--- config.mk ---
export PLATFORM = sky130hd
export DESIGN_NAME = door_sequencer
export DESIGN_NICKNAME = d
export VERILOG_FILES = /design/src/rtl/door_sequencer.sv
export SDC_FILE = /design/constraint.sdc
export NUM_CORES = 1
export LEC_CHECK = 0
export BUFFER_PORTS_ARGS = -buffer_cell sky130_fd_sc_hd__buf_4
export CAP_MARGIN = 20
export CORE_MARGIN = 2
export CORE_UTILIZATION = 50
export CTS_BUF_LIST = sky130_fd_sc_hd__clkbuf_8
export DETAILED_ROUTE_END_ITERATION = 10
export GPL_ROUTABILITY_DRIVEN = 0
export GPL_TIMING_DRIVEN = 0
export PLACE_DENSITY_LB_ADDON = 0.05
export SLEW_MARGIN = 15
export SYNTH_ARGS = -nofsm -noshare
export SYNTH_HDL_FRONTEND = slang
export SYNTH_SLANG_ARGS = --single-unit
--- constraint.sdc ---
create_clock -name clk -period 2.54 [get_ports clk]
set_input_delay 0.381 -clock clk [delete_from_list [all_inputs] [get_ports clk]]
set_output_delay 0.381 -clock clk [all_outputs]
set_load 0.005 [all_outputs]
--- src/rtl/door_sequencer.sv ---
// Main-door servo sequencer: debounced presence sensing plus an open/hold/close ramp on the servo pulse width.
// Define DOOR_SEQ_OPEN_COUNT_EN to add the saturating open_count output.
module door_sequencer #(
  parameter int unsigned DEBOUNCE_CYC = 500000,
  parameter int unsigned HOLD_CYC     = 250000000,
  parameter int unsigned STEP_CYC     = 1000000,
  parameter int unsigned POS_CLOSED   = 50000,
  parameter int unsigned POS_OPEN     = 100000,
  parameter int unsigned POS_STEP     = 2500,
  parameter int unsigned PW_W         = 17
) (
  input  logic            clk,
  input  logic            rst,
  input  logic            presence_1,
  input  logic            presence_2,
  input  logic            force_close,
  output logic [PW_W-1:0] pulse_width,
  output logic [1:0]      door_state,
  output logic            busy
`ifdef DOOR_SEQ_OPEN_COUNT_EN
  ,
  output logic [15:0]     open_count
`endif
);

  localparam int DEB_W  = (DEBOUNCE_CYC > 1) ? $clog2(DEBOUNCE_CYC) : 1;
  localparam int HOLD_W = (HOLD_CYC > 1) ? $clog2(HOLD_CYC) : 1;
  localparam int STEP_W = (STEP_CYC > 1) ? $clog2(STEP_CYC) : 1;
  localparam int PWX    = PW_W + 1;

  localparam logic [DEB_W-1:0]  DEB_LAST  = DEB_W'(DEBOUNCE_CYC - 1);
  localparam logic [HOLD_W-1:0] HOLD_LAST = HOLD_W'(HOLD_CYC - 1);
  localparam logic [STEP_W-1:0] STEP_LAST = STEP_W'(STEP_CYC - 1);
  localparam logic [PW_W-1:0]   PW_OPEN   = PW_W'(POS_OPEN);
  localparam logic [PW_W-1:0]   PW_CLOSED = PW_W'(POS_CLOSED);
  localparam logic [PW_W-1:0]   PW_STEP   = PW_W'(POS_STEP);
  localparam logic [PW_W:0]     OPEN_X    = PWX'(POS_OPEN);
  localparam logic [PW_W:0]     STEP_X    = PWX'(POS_STEP);
  localparam logic [PW_W:0]     LOW_X     = PWX'(POS_CLOSED) + PWX'(POS_STEP);

  typedef enum logic [1:0] {
    CLOSED  = 2'd0,
    OPENING = 2'd1,
    OPEN    = 2'd2,
    CLOSING = 2'd3
  } doorState_e;

  logic [1:0]             sync1_q, sync2_q, deb_q;
  logic [1:0][DEB_W-1:0]  debCnt_q;
  doorState_e             state_q, state_d;
  logic [PW_W-1:0]        pw_q, pw_d;
  logic [STEP_W-1:0]      stepCnt_q, stepCnt_d;
  logic [HOLD_W-1:0]      holdCnt_q, holdCnt_d;
  logic                   busy_q;
  logic                   pres, stepTerm;
  logic [PW_W:0]          pwUp;
  logic [PW_W-1:0]        pwUpSat, pwDnSat;

  // A sensor change is accepted only after it has been stable for DEBOUNCE_CYC cycles.
  always_ff @(posedge clk) begin
    if (rst) begin
      sync1_q  <= '0;
      sync2_q  <= '0;
      deb_q    <= '0;
      debCnt_q <= '0;
    end else begin
      sync1_q <= {presence_2, presence_1};
      sync2_q <= sync1_q;
      for (int i = 0; i < 2; i++) begin
        if (sync2_q[i] == deb_q[i]) begin
          debCnt_q[i] <= '0;
        end else if (debCnt_q[i] == DEB_LAST) begin
          deb_q[i]    <= sync2_q[i];
          debCnt_q[i] <= '0;
        end else begin
          debCnt_q[i] <= debCnt_q[i] + DEB_W'(1);
        end
      end
    end
  end

  assign pres     = deb_q[0] | deb_q[1];
  assign stepTerm = (stepCnt_q == STEP_LAST);
  assign pwUp     = {1'b0, pw_q} + STEP_X;
  assign pwUpSat  = (pwUp >= OPEN_X) ? PW_OPEN : pwUp[PW_W-1:0];
  assign pwDnSat  = ({1'b0, pw_q} <= LOW_X) ? PW_CLOSED : (pw_q - PW_STEP);

  always_comb begin
    state_d   = state_q;
    pw_d      = pw_q;
    stepCnt_d = stepCnt_q;
    holdCnt_d = holdCnt_q;
    unique case (state_q)
      CLOSED: begin
        if (pres && !force_close) begin
          state_d   = OPENING;
          stepCnt_d = '0;
        end
      end
      OPENING: begin
        stepCnt_d = stepTerm ? '0 : stepCnt_q + STEP_W'(1);
        if (stepTerm) pw_d = pwUpSat;
        if (force_close) begin
          state_d   = CLOSING;
          stepCnt_d = '0;
        end else if (stepTerm && (pwUpSat == PW_OPEN)) begin
          state_d   = OPEN;
          holdCnt_d = '0;
        end
      end
      OPEN: begin
        if (force_close) begin
          state_d   = CLOSING;
          stepCnt_d = '0;
        end else if (pres) begin
          holdCnt_d = '0;
        end else if (holdCnt_q == HOLD_LAST) begin
          state_d   = CLOSING;
          stepCnt_d = '0;
        end else begin
          holdCnt_d = holdCnt_q + HOLD_W'(1);
        end
      end
      CLOSING: begin
        stepCnt_d = stepTerm ? '0 : stepCnt_q + STEP_W'(1);
        if (stepTerm) pw_d = pwDnSat;
        // A reversal beats a final step landing on the same edge; the stepped value is kept.
        if (pres && !force_close) begin
          state_d   = OPENING;
          stepCnt_d = '0;
        end else if (stepTerm && (pwDnSat == PW_CLOSED)) begin
          state_d = CLOSED;
        end
      end
      default: state_d = CLOSED;
    endcase
  end

  always_ff @(posedge clk) begin
    if (rst) begin
      state_q   <= CLOSED;
      pw_q      <= PW_CLOSED;
      stepCnt_q <= '0;
      holdCnt_q <= '0;
      busy_q    <= 1'b0;
    end else begin
      state_q   <= state_d;
      pw_q      <= pw_d;
      stepCnt_q <= stepCnt_d;
      holdCnt_q <= holdCnt_d;
      busy_q    <= (state_d == OPENING) || (state_d == CLOSING);
    end
  end

`ifdef DOOR_SEQ_OPEN_COUNT_EN
  logic [15:0] openCnt_q;

  always_ff @(posedge clk) begin
    if (rst) begin
      openCnt_q <= '0;
    end else if ((state_d == OPEN) && (state_q != OPEN) && (openCnt_q != 16'hFFFF)) begin
      openCnt_q <= openCnt_q + 16'd1;
    end
  end

  assign open_count = openCnt_q;
`endif

  assign pulse_width = pw_q;
  assign door_state  = state_q;
  assign busy        = busy_q;

endmodule

Word-level counts from Yosys, hierarchy flattened

Cells that the tools add are included.

Register bits after elaboration: 112
Bits in latches: 0
RAM bits: 0
Bits in read-only memories: 0
Bits of input ports: 5
Output and inout port bits: 20
Logic and storage cells: 87
Memories kept: 0

$add $sub $neg: 6
$mul: 0
Div/mod/pow operators: 0
$lt $le $gt $ge: 2
Equal/unequal tests: 22
Shifts and indexed selects: 0
Muxes and demuxes: 28
Bitwise operators: 3
Reduce and logical (&&, ||, !) cells: 15

Operators with widths:

| kind                   | count |
|---|---|
| $mux 20                | 7 |
| $mux 28                | 5 |
| $pmux 20 s4            | 1 |
| $mux 17                | 4 |
| $pmux 28 s2            | 1 |
| $add 19x1->19 const B  | 2 |
| $eq 19x19->1 const B   | 2 |
| $pmux 17 s2            | 1 |
| $add 28x1->28 const B  | 1 |
| $eq 28x28->1 const B   | 1 |
| $add 20x1->20 const B  | 1 |
| $eq 20x20->1 const B   | 1 |
| $add 17x12->18 const B | 1 |
| $ge 18x17->1 const B   | 1 |
| $eq 17x16->1 const B   | 1 |
| $eq 17x17->1 const B   | 1 |
| $le 17x16->1 const B   | 1 |
| $sub 17x12->17 const B | 1 |
| $mux 2                 | 8 |
| $ne 2x2->1 const B     | 6 |
| $ne 3x3->1 const B     | 3 |
| $pmux 2 s4             | 1 |
| $eq 2x2->1 const B     | 3 |
| $reduce_and 3->1       | 2 |
| 12 further kinds       | 20 |

Logic depth before layout (Yosys ltp)

Gate-level depths: netlist (run 1).

Word-level depth: 10
Depth in mapped cells: 11
Gate-level depth less buffers: 9

Least setup slack after synthesis (run 1)

No wires, ideal clock.

Kind: reg-to-reg
Start: register pw_q[3], in the netlist pulse_width[3]
End: register pw_q[7], in the netlist pulse_width[7]
Library setup time: 122 ps
Data arrival time: 2444 ps
Setup slack: -26 ps
Stages on the path, launching flop included: 11
Clock period less this slack: 2566 ps
Path through: dfxtp_1 -> ha_1 -> and3_1 -> clkbuf_1 -> a21oi_1 -> nor4_1 -> a2bb2oi_2 -> a21o_1 -> buf_4 -> nand2_2 -> o311a_1

Word-level cells in the longest chain between the ends: 5
Elaborated cells on any way between the ends: 9
Those cells by class: add/sub (2); order compare (2); mux (5)

Ends and longest elaborated chain:

| what                     | line | source |
|---|---|---|
| start: declaration       | 51   | `logic [PW_W-1:0] pw_q, pw_d;` |
| start signal: assignment | 148  | `pw_q <= pw_d;` |
| $add 17x12->18           | 84   | `assign pwUp = {1'b0, pw_q} + STEP_X;` |
| $ge 18x17->1             | 85   | `assign pwUpSat = (pwUp >= OPEN_X) ? PW_OPEN : pwUp[PW_W-1:0];` |
| $mux 17                  | 85   |  |
| $mux 17                  | 102  | `if (stepTerm) pw_d = pwUpSat;` |
| $pmux 17 s2 (*)          | 93   | `unique case (state_q)` |

Every way passes the cells marked *; elsewhere a longest branch is shown, timed or not. The select of a mux whose other input is x is not followed.
A chain may end at the register's enable or synchronous reset.

Worst setup path after layout (run 1)

Start: register pw_q[4], in the netlist pulse_width[4]
End: register holdCnt_q[22]

Word-level cells in the longest chain between the ends: 7

Ends and longest elaborated chain:

| what                                  | line | source |
|---|---|---|
| $add 17x12->18 (*)                    | 84   |  |
| $ge 18x17->1                          | 85   |  |
| $mux 17 (*)                           | 85   |  |
| $eq 17x17->1 (*)                      | 106  | `end else if (stepTerm && (pwUpSat == PW_OPEN)) begin` |
| $logic_and 1x1->1 (*)                 | 106  |  |
| $ne 2x2->1 (no source line) (*)       | --   |  |
| $reduce_and 5->1 (no source line) (*) | --   |  |
| end signal: assignment                | 150  | `holdCnt_q <= holdCnt_d;` |
| end: declaration                      | 53   | `logic [HOLD_W-1:0] holdCnt_q, holdCnt_d;` |

Every way passes the cells marked *; elsewhere a longest branch is shown, timed or not.

==> results of run 1 <==
## logic make-up (layout without fill, tap and decap cells)
logic type	count (synthesis)	after routing	share of synthesized area
compound gates	195	195	0.224
xor+xnor	54	54	0.0711
fa+ha+maj	7	7	0.0132
buf+inv	73	134	0.0465
flops	112	112	0.337
mux	6	6	0.00922
simple gates	395	395	0.299
## where the power goes
part           internal [mW]  total (mW)  switching (mW)
registers               1.79        1.83          0.0400
clock network          0.481        1.18           0.704
logic                  0.301       0.865           0.564
## layer usage
| metal | track usage | vias up |
|---|---|---|
| met3 | 0.0536 | 71 |
| met5 | 0 | - |
| li1 | - | 3217 |
| met4 | 0.111 | 0 |
| met2 | 0.423 | 268 |
| met1 | 0.355 | 3149 |
## path summary, 6_finish.rpt
path,end,cells after the start,slack (ns),start
max,holdCnt_q[22],9,-0.08,pulse_width[4]
min,sync1_q[1],2,0.20,presence_2
max reg2reg,holdCnt_q[22],9,-0.08,pulse_width[4]
min reg2reg,sync2_q[0],1,0.46,sync1_q[0]
## through the flow
step | TNS [ns] | hold WS (ns) | power (mW) | cell area (um^2) | std cells
final | -1.13 | 0.198 | 3.88 | 8060 | 1079
after global routing | -3.91 | 0.196 | 4.06 | 8060 | 1079
after CTS | -3.90 | 0.174 | 3.76 | 7580 | 1067
after detailed placement | -17.14 | 0.440 | 2.55 | 7060 | 1042
after global placement | -16.12 | 0.424 | 2.54 | 7040 | 1041
after floorplan | 0 | 0.414 | 2.33 | 6650 | 842
## final cells by class
cell class | instances | area (um^2)
clock buffer | 9 | 124
fill | 1177 | 5080
buffer | 43 | 253
sequential | 112 | 2270
timing repair buffer | 53 | 433
clock inverter | 7 | 87.6
multi-input combinational | 657 | 4580
inverter | 22 | 85.1
tap | 176 | 220
## state kept, by name, indices dropped and copies added, names as in the netlist
register,cells
stepCnt_q,20
door_state,2
deb_q,2
sync1_q,2
busy,1
holdCnt_q,28
pulse_width,17
debCnt_q,38
sync2_q,2
## what timing repair did
action,4_1_cts,5_1_grt
setup buffers,15,11
resized for setup,63,94
cloned,0,3
pin swaps,24,43
setup endpoints to repair,60,78
hold buffers,0,0
## worst register-to-register path: cells and delay by family (launching register included)
family	cells	cell delay, ns
simple gates	3	1.08
compound gates	4	0.74
buf+inv	2	0.36
flops	1	0.39
## cell usage after synthesis (19+ instances only)
| library cell | n | area (um^2) |
|---|---|---|
| dfxtp_1 | 112 | 2240 |
| nor2_1 | 113 | 424 |
| xnor2_1 | 21 | 184 |
| nand4_1 | 23 | 144 |
| a21oi_1 | 27 | 135 |
| clkbuf_1 | 37 | 139 |
| nand3_1 | 52 | 260 |
| nor3_1 | 28 | 140 |
| xor2_1 | 33 | 289 |
| and3_1 | 19 | 119 |
| nand2_1 | 77 | 289 |
| o21ai_0 | 29 | 145 |
| inv_1 | 21 | 78.8 |
==> results by stage, run 1 <==
Cells and area:
- The most common cell after layout, fill and taps aside is nor2_1.
- The utilization of the core after routing is 0.613.
- In the final layout, the share of cells above drive strength 1 is 0.207.
- The diode insertion count for antenna repair is 0.
- The area growth from synthesis to layout is 21.1%.
- The final layout contains 910 nets.
- The library cells used most frequently in the layout, excluding fill and tap cells, are nor2_1, dfxtp_1, nand2_1.

Timing:
- The number of hold violations in the final report came to 0.
- The count of final max-slew check failures is 0.
- In the finished design, the share of the clock period the worst path needs comes to 1.03.
- The worst pin sits at a relative slew slack of 0.418.
- Static timing analysis puts the maximum clock frequency at between 0.3 and 0.4 GHz.
- The final setup violation count is 20.
- The shortest clock period the worst path allows after layout is about 2.6 ns.
- The final critical-path setup slack is -0.0796 ns.
- The pin slew with the least headroom to its limit is about 0.87 ns.
- The clock skew is 0.00870 ns.
- Setup repair after global routing could not meet its margin everywhere.

Logic synthesis:
- The number of library cell types mapped by synthesis is 89.
- In the synthesized netlist the async set-or-reset flop fraction comes to 0.
- The mean instance size in the synthesized netlist is 7.90 um^2.
- The synthesized cell area is 0.00665 mm^2.
- The flip-flop and latch count after synthesis is 112.
- The number of nets in the synthesized netlist is 854.
- The Yosys step of the flow raised 0 warnings.
- In this run, synthesis inferred 0 flip-flops with an integrated enable.
- The count of mapped cells out of synthesis is 842.
- The share of the Yosys chip area taken by registers is 0.337.
- The most frequently used flop master after synthesis is dfxtp_1.

Run status:
- The flow ran to the end, but the final reports show violations.
- The checks that failed: negative setup slack.

Global routing:
- The total global-route track usage is 0.267.
- The initial antenna violation count was 0.
- The via count of the first global-routing pass is 6081.
- The total overflow left after global routing is 0.
- The pin count of the biggest net entering global routing is 21.
- The global-route wire length before repair is 30700 um.

Detailed routing:
- The number of detailed-routing iterations run before antenna repair is 6.
- For this block, wires on met1 add up to 8390 um.
- In the routed design, unresolved DRC markers number 0.
- The detailed-route wire length per cell is around 18 um.
- After detailed routing, the met2 layer carries 8850 um of wire.
- The wire length on met3 is 1340 um.
- After detailed routing, no signal wire sits above met4.
- After detailed routing, the number of vias per cell comes to 6.21.
- The detailed-route wire length is approximately 19000 um.
- The count of routing violations after the opening detailed-route iteration is 591.
- The total vias in the final route is 6705.
- The post-detailed-route count of antenna-violating nets is 0.

Critical path:
- By instance count, the cell type seen most on the critical path is buf_6.
- The total buffers and inverters traversed by the critical path is 2.
- The family of cells with the greatest summed delay on the critical path is simple AND/OR/NAND/NOR gates.
- On the critical path, the stage with the largest delay is an instance of or4_1.
- The signal on the critical path passes through buf_6, nand4_1, or4_1, o22ai_1, a2bb2oi_2, a211oi_4, nor3_4, buf_6, o22a_1.
- The maximum cell stage delay along the critical path is 0.44 ns.
- STA puts the critical path data required time at 2.89 ns.
- The critical path capture point type is a flip-flop.
- STA classifies the critical path startpoint as a flip-flop.
- The kind of critical path is flip-flop to flip-flop.
- In this run the worst path has a maximum fanout of 10.
- The critical path arrival is 2.97 ns.

Clock tree:
- The clock tree from TritonCTS is yes.
- The master cell of the clock root buffer is clkbuf_8.
- The clock sink total is 112.
- TritonCTS created 9 clock buffers.
- After clock tree synthesis, the clock-pin slew on the worst setup and hold paths is 0.11 ns.
- In this run the deepest clock path goes through 2 buffers.
- Clock latency on the worst-skew pair, taken at its later pin, is ~0.4 ns.
- The maximum level of the CTS H-tree is 3.

Job:
- The max-cap check violation count is 0.

Placement:
- The HPWL reported at the end of detailed placement is 12900 um.
- The count of input and output buffers is 23.
- The worst setup slack after placement is -0.650 ns.

Worst hold path:
- The worst hold path belongs to the class primary input to flip-flop.

Floorplanning:
- The row count is 42.
- The I/O pin count is 25.
- The floorplan step defined a core boundary enclosing 0.0131 mm^2.
- For this configuration, the core starts out at a cell density of 0.506.
- The area of the die is between 0.01 and 0.015 mm^2.
- The horizontal die dimension is 119 um.
- From bottom edge to top edge, the die measures 119 um.

Power and ir drop:
- VDD sags by at most 0.337 mV.
- Power spread over the standard cell area amounts to ~480 mW/mm^2.
- The cell leakage power is 2.80 nW.
(Power assumes the default switching activity.)
==> run 2, diff against run 1 <==
--- a/config.mk
+++ b/config.mk
@@ -5,11 +5,11 @@
 export SDC_FILE = /design/constraint.sdc
 export NUM_CORES = 1
 export LEC_CHECK = 0
+export ABC_AREA = 1
 export BUFFER_PORTS_ARGS = -buffer_cell sky130_fd_sc_hd__buf_4
 export CAP_MARGIN = 20
 export CORE_MARGIN = 2
 export CORE_UTILIZATION = 50
-export CTS_BUF_LIST = sky130_fd_sc_hd__clkbuf_8
 export DETAILED_ROUTE_END_ITERATION = 10
 export GPL_ROUTABILITY_DRIVEN = 0
 export GPL_TIMING_DRIVEN = 0
==> run 2 against run 1 <==
Net effect: the flow now finishes without violations; highest routed layer unchanged; maximum frequency is 8.3% higher; largest power group unchanged; critical path type unchanged; sequential share of layout area is 0.26 points higher; die area is 5.0% higher.
==> results by stage, run 2 <==
Placement:
- The HPWL reported at the end of detailed placement is 13700 um (+6.1%).
- The count of input and output buffers came to 24 (+4.3%).
- The worst setup slack after placement came to -0.153 ns (+0.497 ns).

Detailed routing:
- The post-detailed-route DRC marker count came to 0 (unchanged).
- The detailed-route wire length per cell is 13.9 um (-22%).
- The post-detailed-route count of antenna-violating nets was 0 (unchanged).
- The detailed-route vias per instance is 5.47 (-12%).
- The detailed-route wire length came to 18400 um (-4.6%).
- The count of routing violations after the opening detailed-route iteration came to 652 (+10%).
- The total vias in the final route is 7242 (+8.0%).
- The number of detailed-routing iterations run before antenna repair is 5 (-1).

Global routing:
- The initial antenna violation count is 0 (unchanged).
- The via count of the first global-routing pass came to 6249 (+2.8%).
- The global route total overflow is 0 (unchanged).
- The global-route wire length before repair is 30100 um (-2.0%).
- The pin count of the biggest net entering global routing is 19 (-9.5%).
- The total global-route track usage came to 0.250 (-0.0169).

Timing:
- The final setup violation count is 0 (-100%).
- The max-slew headroom at the worst pin was 0.528 (+0.110).
- The post-route setup TNS is 0 ns (+1.13 ns).
- The clock skew came to 0.0109 ns (+0.00217 ns).
- The shortest clock period the worst path allows after layout is 2.42 ns (-0.202 ns).
- The final period utilization is 0.952 (-0.0794).
- The number of hold violations in the final report is 0 (unchanged).
- The upper clock frequency limit is 0.414 GHz (+8.3%).
- The count of final max-slew check failures is 0 (unchanged).
- The worst hold slack across all endpoints is 0.243 ns (+0.0448 ns).
- The final critical-path setup slack was 0.122 ns (+0.202 ns).
- The pin slew with the least headroom to its limit is 0.702 ns (-0.172 ns).

Cells and area:
- The area growth from synthesis to layout is 13.5%.
- The register with the most flip-flops is debCnt_q.
- In the layout the commonest cells are nand2_1, nor2_1, inv_1.
- The most common cell after layout, fill and taps aside is nand2_1.
- The share of post-route cells with drive strength above 1 is 0.121 (-0.0865).
- The diode insertion count for antenna repair came to 0 (unchanged).
- The largest registers in the layout are debCnt_q (38), holdCnt_q (28), stepCnt_q (20).
- The total number of nets in the final design is 1151 (+26%).
- The total of fill cells in the finished design was 1423 (+21%).
- The number of flip-flops under the largest register name came to 38 (unchanged).
- The utilization of the core after routing is 0.576 (-0.0369).

Logic synthesis:
- The post-synthesis mux area share is 0 (-0.00922).
- The proportion of synthesized flip-flops having asynchronous set or reset is 0 (unchanged).
- The mean instance size in the synthesized netlist was 6.35 um^2 (-20%).
- Counting instances in the post-synthesis netlist gives the leading cell types as nand2_1, nor2_1, inv_1.
- nand2_1 is the most common cell in the netlist.
- The sequential-to-total area share from yosys stat came to 0.321 (-0.0165).
- The count of mapped cells out of synthesis came to 1101 (+31%).
- The xor and xnor area share after synthesis is 0.0276 (-0.0436).
- The synthesized cell area is 0.00699 mm^2 (+5.1%).
- The main combinational cell family by area after synthesis is simple AND/OR/NAND/NOR gates.
- The number of enable-type register cells in the synthesized netlist is 0 (unchanged).
- The flip-flop and latch count after synthesis is 112 (unchanged).
- For this run, the leading register cell type out of synthesis is dfxtp_1.
- The number of nets in the synthesized netlist is 1113 (+30%).
- By area the synthesized netlist is led by dfxtp_1, nand2_1, nor2_1.
- The post-synthesis compound-gate area fraction is 0.103 (-0.121).
- The synthesized-area fraction occupied by and/or/nand/nor cells is 0.441 (+0.142).
- The adder-cell area share of the yosys netlist is 0.0125 (-0.000643).
- The number of library cell types mapped by synthesis is 46 (-48%).
- The portion of synthesized cell area occupied by the leading cell type is 0.321 (-0.0165).
- The count of yosys warnings during synthesis is 0 (unchanged).
- The largest area contributor in the synthesized netlist is dfxtp_1.

Power and ir drop:
- The cell-internal power is 2.67 mW (+4.1%).
- The cell leakage power was 3.10 nW (+11%).
- The highest ir drop seen on vdd is 0.310 mV (-7.9%).
- The combinational power share came to 0.019 (-0.204).
- The sequential group share of total power is 0.518 (+0.047).
- The net switching power is 722 uW (-45%).
- The clock network fraction of design power is 0.463 (+0.157).
- The power per cell area is 428 mW/mm^2 (-11%).
- The share of total power consumed by net switching is 0.213 (-0.125).

Clock tree:
- The clock latency at the later pin of the worst-skew pair is 0.36 ns (-0.04 ns).
- The clock sink total is 112 (unchanged).
- The clock slew at the register clock pins of the worst setup and hold paths is 0.08 ns (-0.03 ns).
- The number of buffers added by the clock tree synthesis step came to 9 (unchanged).
- The maximum level of the CTS H-tree was 3 (unchanged).
- The number of hold-repair buffers added at the cts stage was 0 (unchanged).
- The master cell of the clock root buffer is clkbuf_16.
- The maximum count of clock buffers along a single path is 2 (unchanged).
- TritonCTS built the clock tree.

Worst hold path:
- The count of cells along the worst hold path is 3 (+1).
- The type of the worst min-delay path is primary input to flip-flop.

Floorplanning:
- The core footprint was 0.0138 mm^2 (+4.8%).
- The initial core utilization came to 0.508 (+0.00144).
- The area of the die was 0.0149 mm^2 (+5.0%).
- The horizontal die dimension came to 122 um (+2.5%).
- The row count is 43 (+2.4%).
- The die height is 122 um (+2.5%).
- The I/O pin count is 25 (unchanged).

Critical path:
- The critical path goes through ha_2, nand2_1, nor2_2, nand2_1, nor2_2, nand4_1, nand3_2, nand2_2, inv_2, nand2_1, nand2_2, buf_6, o21bai_1, nor2_1.
- The maximum cell stage delay along the critical path is 0.38 ns (-0.06 ns).
- The launching element type of the critical path is a flip-flop.
- The worst-case reg-to-reg path depth is 14 (+5).
- The critical path arrival is 2.67 ns (-0.30 ns).
- For this design, the slowest cell found on the critical path is dfxtp_1.
- The critical path in this run is classified as flip-flop to flip-flop.
- The critical path capture point type is a flip-flop.
- The required time of the worst setup path is 2.79 ns (-0.10 ns).
- The maximum fanout along the worst path came to 10 (unchanged).
- In this design, the critical path's most frequently occurring cell is nand2_1.

Job:
- The max-cap check violation count came to 0 (unchanged).

Run status:
- The run finished with clean final reports.
==> run 2: cell count changes in the layout (fill, tap and decap cells not counted), moves of 18 or more <==
cell     delta
xnor2_1    -18
buf_4      -19
nand4_1    +38
inv_1     +105
a21oi_1    +28
nand2_1   +164
nand3_1    +29
nor2_1     +59
==> run 2: metal layers <==
layer	part of all wire	global-route usage	vias up
met5	0	0	-
met4	0.017	0.0733	0
met3	0.054	0.0409	27
met2	0.45	0.388	203
met1	0.48	0.357	3275
li1	-	-	3737
==> run 2: critical path: cells and delay by family, from the launching register on <==
kind | cells | cell delay [ns]
AOI/OAI and AO/OA | 1 | 0.13
adders and majority gates | 1 | 0.23
buffers and inverters | 2 | 0.30
DFF | 1 | 0.38
and+or+nand+nor | 10 | 1.26
==> run 2: path summary, 6_finish.rpt <==
path | startpoint | to | slack (ns)
setup reg to reg | holdCnt_q[1] | stepCnt_q[10] | 0.12
setup / recovery | holdCnt_q[1] | stepCnt_q[10] | 0.12
hold reg to reg | sync1_q[1] | sync2_q[1] | 0.42
hold / removal | presence_1 | sync1_q[0] | 0.24
==> run 2: power by group through the flow <==
stage / combinational [mW] / clock (mW) / sequential, mW
2_1_floorplan: 0.0376 / 0 / 1.80
3_3_place_gp: 0.0610 / 0 / 1.80
3_5_place_dp: 0.0612 / 0 / 1.80
4_1_cts: 0.0619 / 1.61 / 1.76
5_1_grt: 0.0705 / 1.67 / 1.76
6_report: 0.0633 / 1.57 / 1.76
==> run 2: final cells by class <==
| cell class | instances | area [um^2] | area share |
|---|---|---|---|
| tap | 180 | 225 | 0.0284 |
| timing repair buffer | 27 | 208 | 0.0262 |
| sequential | 112 | 2260 | 0.284 |
| clock inverter | 6 | 91.3 | 0.0115 |
| clock buffer | 10 | 239 | 0.0301 |
| inverter | 133 | 504 | 0.0635 |
| multi-input combinational | 822 | 4210 | 0.530 |
| buffer | 34 | 203 | 0.0255 |
==> run 2: kinds of logic (layout without fill, tap and decap cells) <==
group,Yosys count,after routing
buffers and inverters,167,210
adder cells (fa/ha/maj),7,7
flip-flops,112,112
AND/OR/NAND/NOR,672,672
AO/OA/AOI/OAI,121,121
XOR/XNOR,22,22
==> run 2: per-stage QoR <==
stage / cells / total power [mW] / area [um^2]
floorplan: 1101 / 1.84 / 6990
global placement: 1305 / 1.86 / 7400
finish: 1324 / 3.39 / 7940
global route: 1324 / 3.50 / 7940
CTS: 1321 / 3.43 / 7740
detailed placement: 1305 / 1.86 / 7400
==> run 2: what timing repair did <==
action | 4_1_cts | 5_1_grt
setup buffers | 0 | 3
gates resized for setup | 8 | 55
endpoints found under the hold margin | 0 | 0
pin swaps | 0 | 1
gates cloned | 0 | 0
setup endpoints to repair | 42 | 62
==> run 3, diff against run 2 <==
==> constraint.sdc (replaced) <==
create_clock -name clk -period 2.8 [get_ports clk]
set_input_delay 0.42 -clock clk [delete_from_list [all_inputs] [get_ports clk]]
set_output_delay 0.42 -clock clk [all_outputs]
set_load 0.005 [all_outputs]
==> run 3 against run 2 <==
Net effect: count of clock-buffer cells in the layout unchanged; largest cell class unchanged; clock skew increased by 0.0024 ns; maximum frequency decreased by 7.3%; final area decreased by 2.2%; sequential share of layout area increased by 0.49 points; register-to-register slack improved by 0.07 ns; sequential power decreased by 9%.
==> results by stage, run 3 (synthesized netlist as in run 2, its figures left out) <==
Clock tree:
- The number of buffers added by the clock tree synthesis step is 9 (unchanged).
- The clock latency at the later pin of the worst-skew pair came to 0.36 ns (about the same).
- The tree is rooted in a clkbuf_16.
- The total of cells resized after clock tree synthesis is 0 (-8).
- The clock sink total was 112 (unchanged).
- The maximum count of clock buffers along a single path is 2 (unchanged).
- The maximum level of the CTS H-tree came to 3 (unchanged).
- The clock tree from TritonCTS is yes.
- The number of hold-repair buffers added at the cts stage is 0 (unchanged).
- The clock slew at the register clock pins of the worst setup and hold paths was 0.07 ns (about the same).
- The buffer count from post-CTS setup fixing is 0 (unchanged).

Global routing:
- The global route total overflow was 0 (unchanged).
- The total global-route track usage was 0.250 (-0.000393).
- The via count of the first global-routing pass came to 6241 (-0.13%).
- The initial antenna violation count is 0 (unchanged).
- The pin count of the biggest net entering global routing is 19 (unchanged).
- The global-route wire length before repair came to 30100 um (-0.16%).

Critical path:
- The launching element type of the critical path is a flip-flop.
- The total buffers and inverters traversed by the critical path is 2 (unchanged).
- On the critical path the largest part of the delay comes from simple AND/OR/NAND/NOR gates.
- The worst setup path is captured at a flip-flop.
- The required time of the worst setup path is 3.05 ns (+0.26 ns).
- The maximum cell stage delay along the critical path is 0.39 ns (about the same).
- The most used cell along the critical path is nand2_1.
- For this design, the slowest cell found on the critical path is dfxtp_1.
- The maximum fanout along the worst path was 10 (unchanged).
- The critical path arrival came to 2.86 ns (+0.19 ns).
- The signal on the critical path passes through ha_1, nand2_1, nor2_2, nand2_1, nor2_2, nand4_1, nand3_1, nand2_1, inv_2, nand2_1, nand2_1, clkbuf_4, o21bai_1, nor2_1.
- By startpoint and endpoint, the worst setup path is classified as flip-flop to flip-flop.

Detailed routing:
- The detailed-route vias per instance is 5.43 (-0.78%).
- The detailed-route wire length per cell came to 13.9 um (-0.33%).
- The total vias in the final route is 7169 (-1.0%).
- The count of routing violations after the opening detailed-route iteration is 659 (+1.1%).
- The number of detailed-routing iterations run before antenna repair was 6 (+1).
- The detailed-route wire length is 18300 um (-0.55%).
- The post-detailed-route count of antenna-violating nets is 0 (unchanged).
- The post-detailed-route DRC marker count is 0 (unchanged).

Floorplanning:
- The die height is 122 um (unchanged).
- The area of the die is 0.0149 mm^2 (unchanged).
- The initial core utilization is 0.508 (unchanged).
- The horizontal die dimension is 122 um (unchanged).
- The core footprint is 0.0138 mm^2 (unchanged).
- The I/O pin count was 25 (unchanged).
- The row count is 43 (unchanged).

Cells and area:
- The area growth from synthesis to layout is 11.0%.
- The diode insertion count for antenna repair was 0 (unchanged).
- The total number of nets in the final design is 1148 (-0.26%).
- The library cell used most frequently in the layout, excluding fill and tap cells, is nand2_1.
- The library cells used most frequently in the layout, excluding fill and tap cells, are nand2_1, nor2_1, inv_1.
- The largest registers in the layout are debCnt_q (38), holdCnt_q (28), stepCnt_q (20).
- The number of flip-flops under the largest register name is 38 (unchanged).
- The final cell count without fillers is 1321 (-0.23%).
- The register with the most flip-flops is debCnt_q.
- The share of post-route cells with drive strength above 1 is 0.0964 (-0.0242).

Timing:
- The shortest clock period the worst path allows after layout is 2.61 ns (+0.190 ns).
- The clock skew was 0.0132 ns (+0.00236 ns).
- The number of hold violations in the final report is 0 (unchanged).
- Setup repair after global routing left no endpoint under its margin.
- The post-route setup TNS is 0 ns (unchanged).
- The upper clock frequency limit is 0.383 GHz (-7.3%).
- The count of final max-slew check failures was 0 (unchanged).
- The final setup violation count is 0 (unchanged).
- The pin slew with the least headroom to its limit is 0.705 ns (+0.00351 ns).
- The max-slew headroom at the worst pin is 0.526 (-0.00236).
- The final period utilization is 0.932 (-0.0204).

Power and ir drop:
- The highest ir drop seen on vdd is 0.281 mV (-9.3%).
- The power per cell area came to 397 mW/mm^2 (-7.2%).
- The cell leakage power is 3.04 nW (-1.9%).

Job:
- The max-cap check violation count is 0 (unchanged).

Worst hold path:
- The min-delay analysis places its worst path in the category primary input to flip-flop.

Placement:
- The cell count after placement came to 1305 (unchanged).
- The count of input and output buffers is 24 (unchanged).
- The HPWL reported at the end of detailed placement is 13700 um (unchanged).

Run status:
- The flow ran to the end, and the final reports show no timing, DRC or antenna violations.
==> run 3: changes by cell type in the layout (fill, tap and decap cells not counted), moves of 4 or more <==
cell / previous run / this run
buf_2: 6 / 11
nor2_1: 167 / 175
dfxtp_1: 104 / 110
dfxtp_2: 6 / 2
nor2_2: 12 / 6
==> run 3: layout make-up <==
class | count | area (um^2)
Buffer | 34 | 173
Multi-Input combinational cell | 822 | 4110
Timing Repair Buffer | 24 | 180
Inverter | 133 | 500
Clock buffer | 10 | 239
Sequential cell | 112 | 2240
Tap cell | 180 | 225
Fill cell | 1458 | 6010
Clock inverter | 6 | 91.3
==> run 3: worst min-delay path: cells and delay by family <==
family / cells / cell delay, ns
buffers and inverters: 2 / 0.11
AND/OR/NAND/NOR: 1 / 0.07
==> run 3: path summary, 6_finish.rpt <==
check | start | to | slack (ns) | cells after the start
setup / recovery | holdCnt_q[0] | stepCnt_q[10] | 0.19 | 14
hold / removal | presence_1 | sync1_q[0] | 0.28 | 3
setup reg to reg | holdCnt_q[0] | stepCnt_q[10] | 0.19 | 14
hold reg to reg | sync1_q[1] | sync2_q[1] | 0.41 | 2
==> run 3: per-stage QoR <==
step | area (um^2) | hold WS [ns] | worst slack (ns) | power [mW] | utilization
6_report | 7760 | 0.282 | 0.192 | 3.08 | 0.563
5_1_grt | 7760 | 0.270 | 0.00731 | 3.17 | 0.563
4_1_cts | 7730 | 0.274 | 0.0684 | 3.11 | 0.561
3_5_place_dp | 7400 | 0.406 | 0.107 | 1.69 | 0.537
3_3_place_gp | 7400 | 0.391 | 0.0824 | 1.69 | 0.537
2_1_floorplan | 6990 | 0.388 | 0.625 | 1.67 | -
==> run 3: power breakdown <==
| group | switching [mW] | internal, mW | leakage [nW] |
|---|---|---|---|
| logic | 0.0395 | 0.0164 | 1.98 |
| clock network | 0.614 | 0.814 | 0.163 |
| registers | 0.00213 | 1.59 | 0.904 |
| total | 0.655 | 2.43 | 3.04 |
==> run 3: per-layer routing <==
metal	vias to the layer above	GRT usage	wire length [um]
li1	3723	-	-
met1	3231	0.357	8870
met2	190	0.386	8140
met3	25	0.0409	970
met4	0	0.0733	320
met5	-	0	0
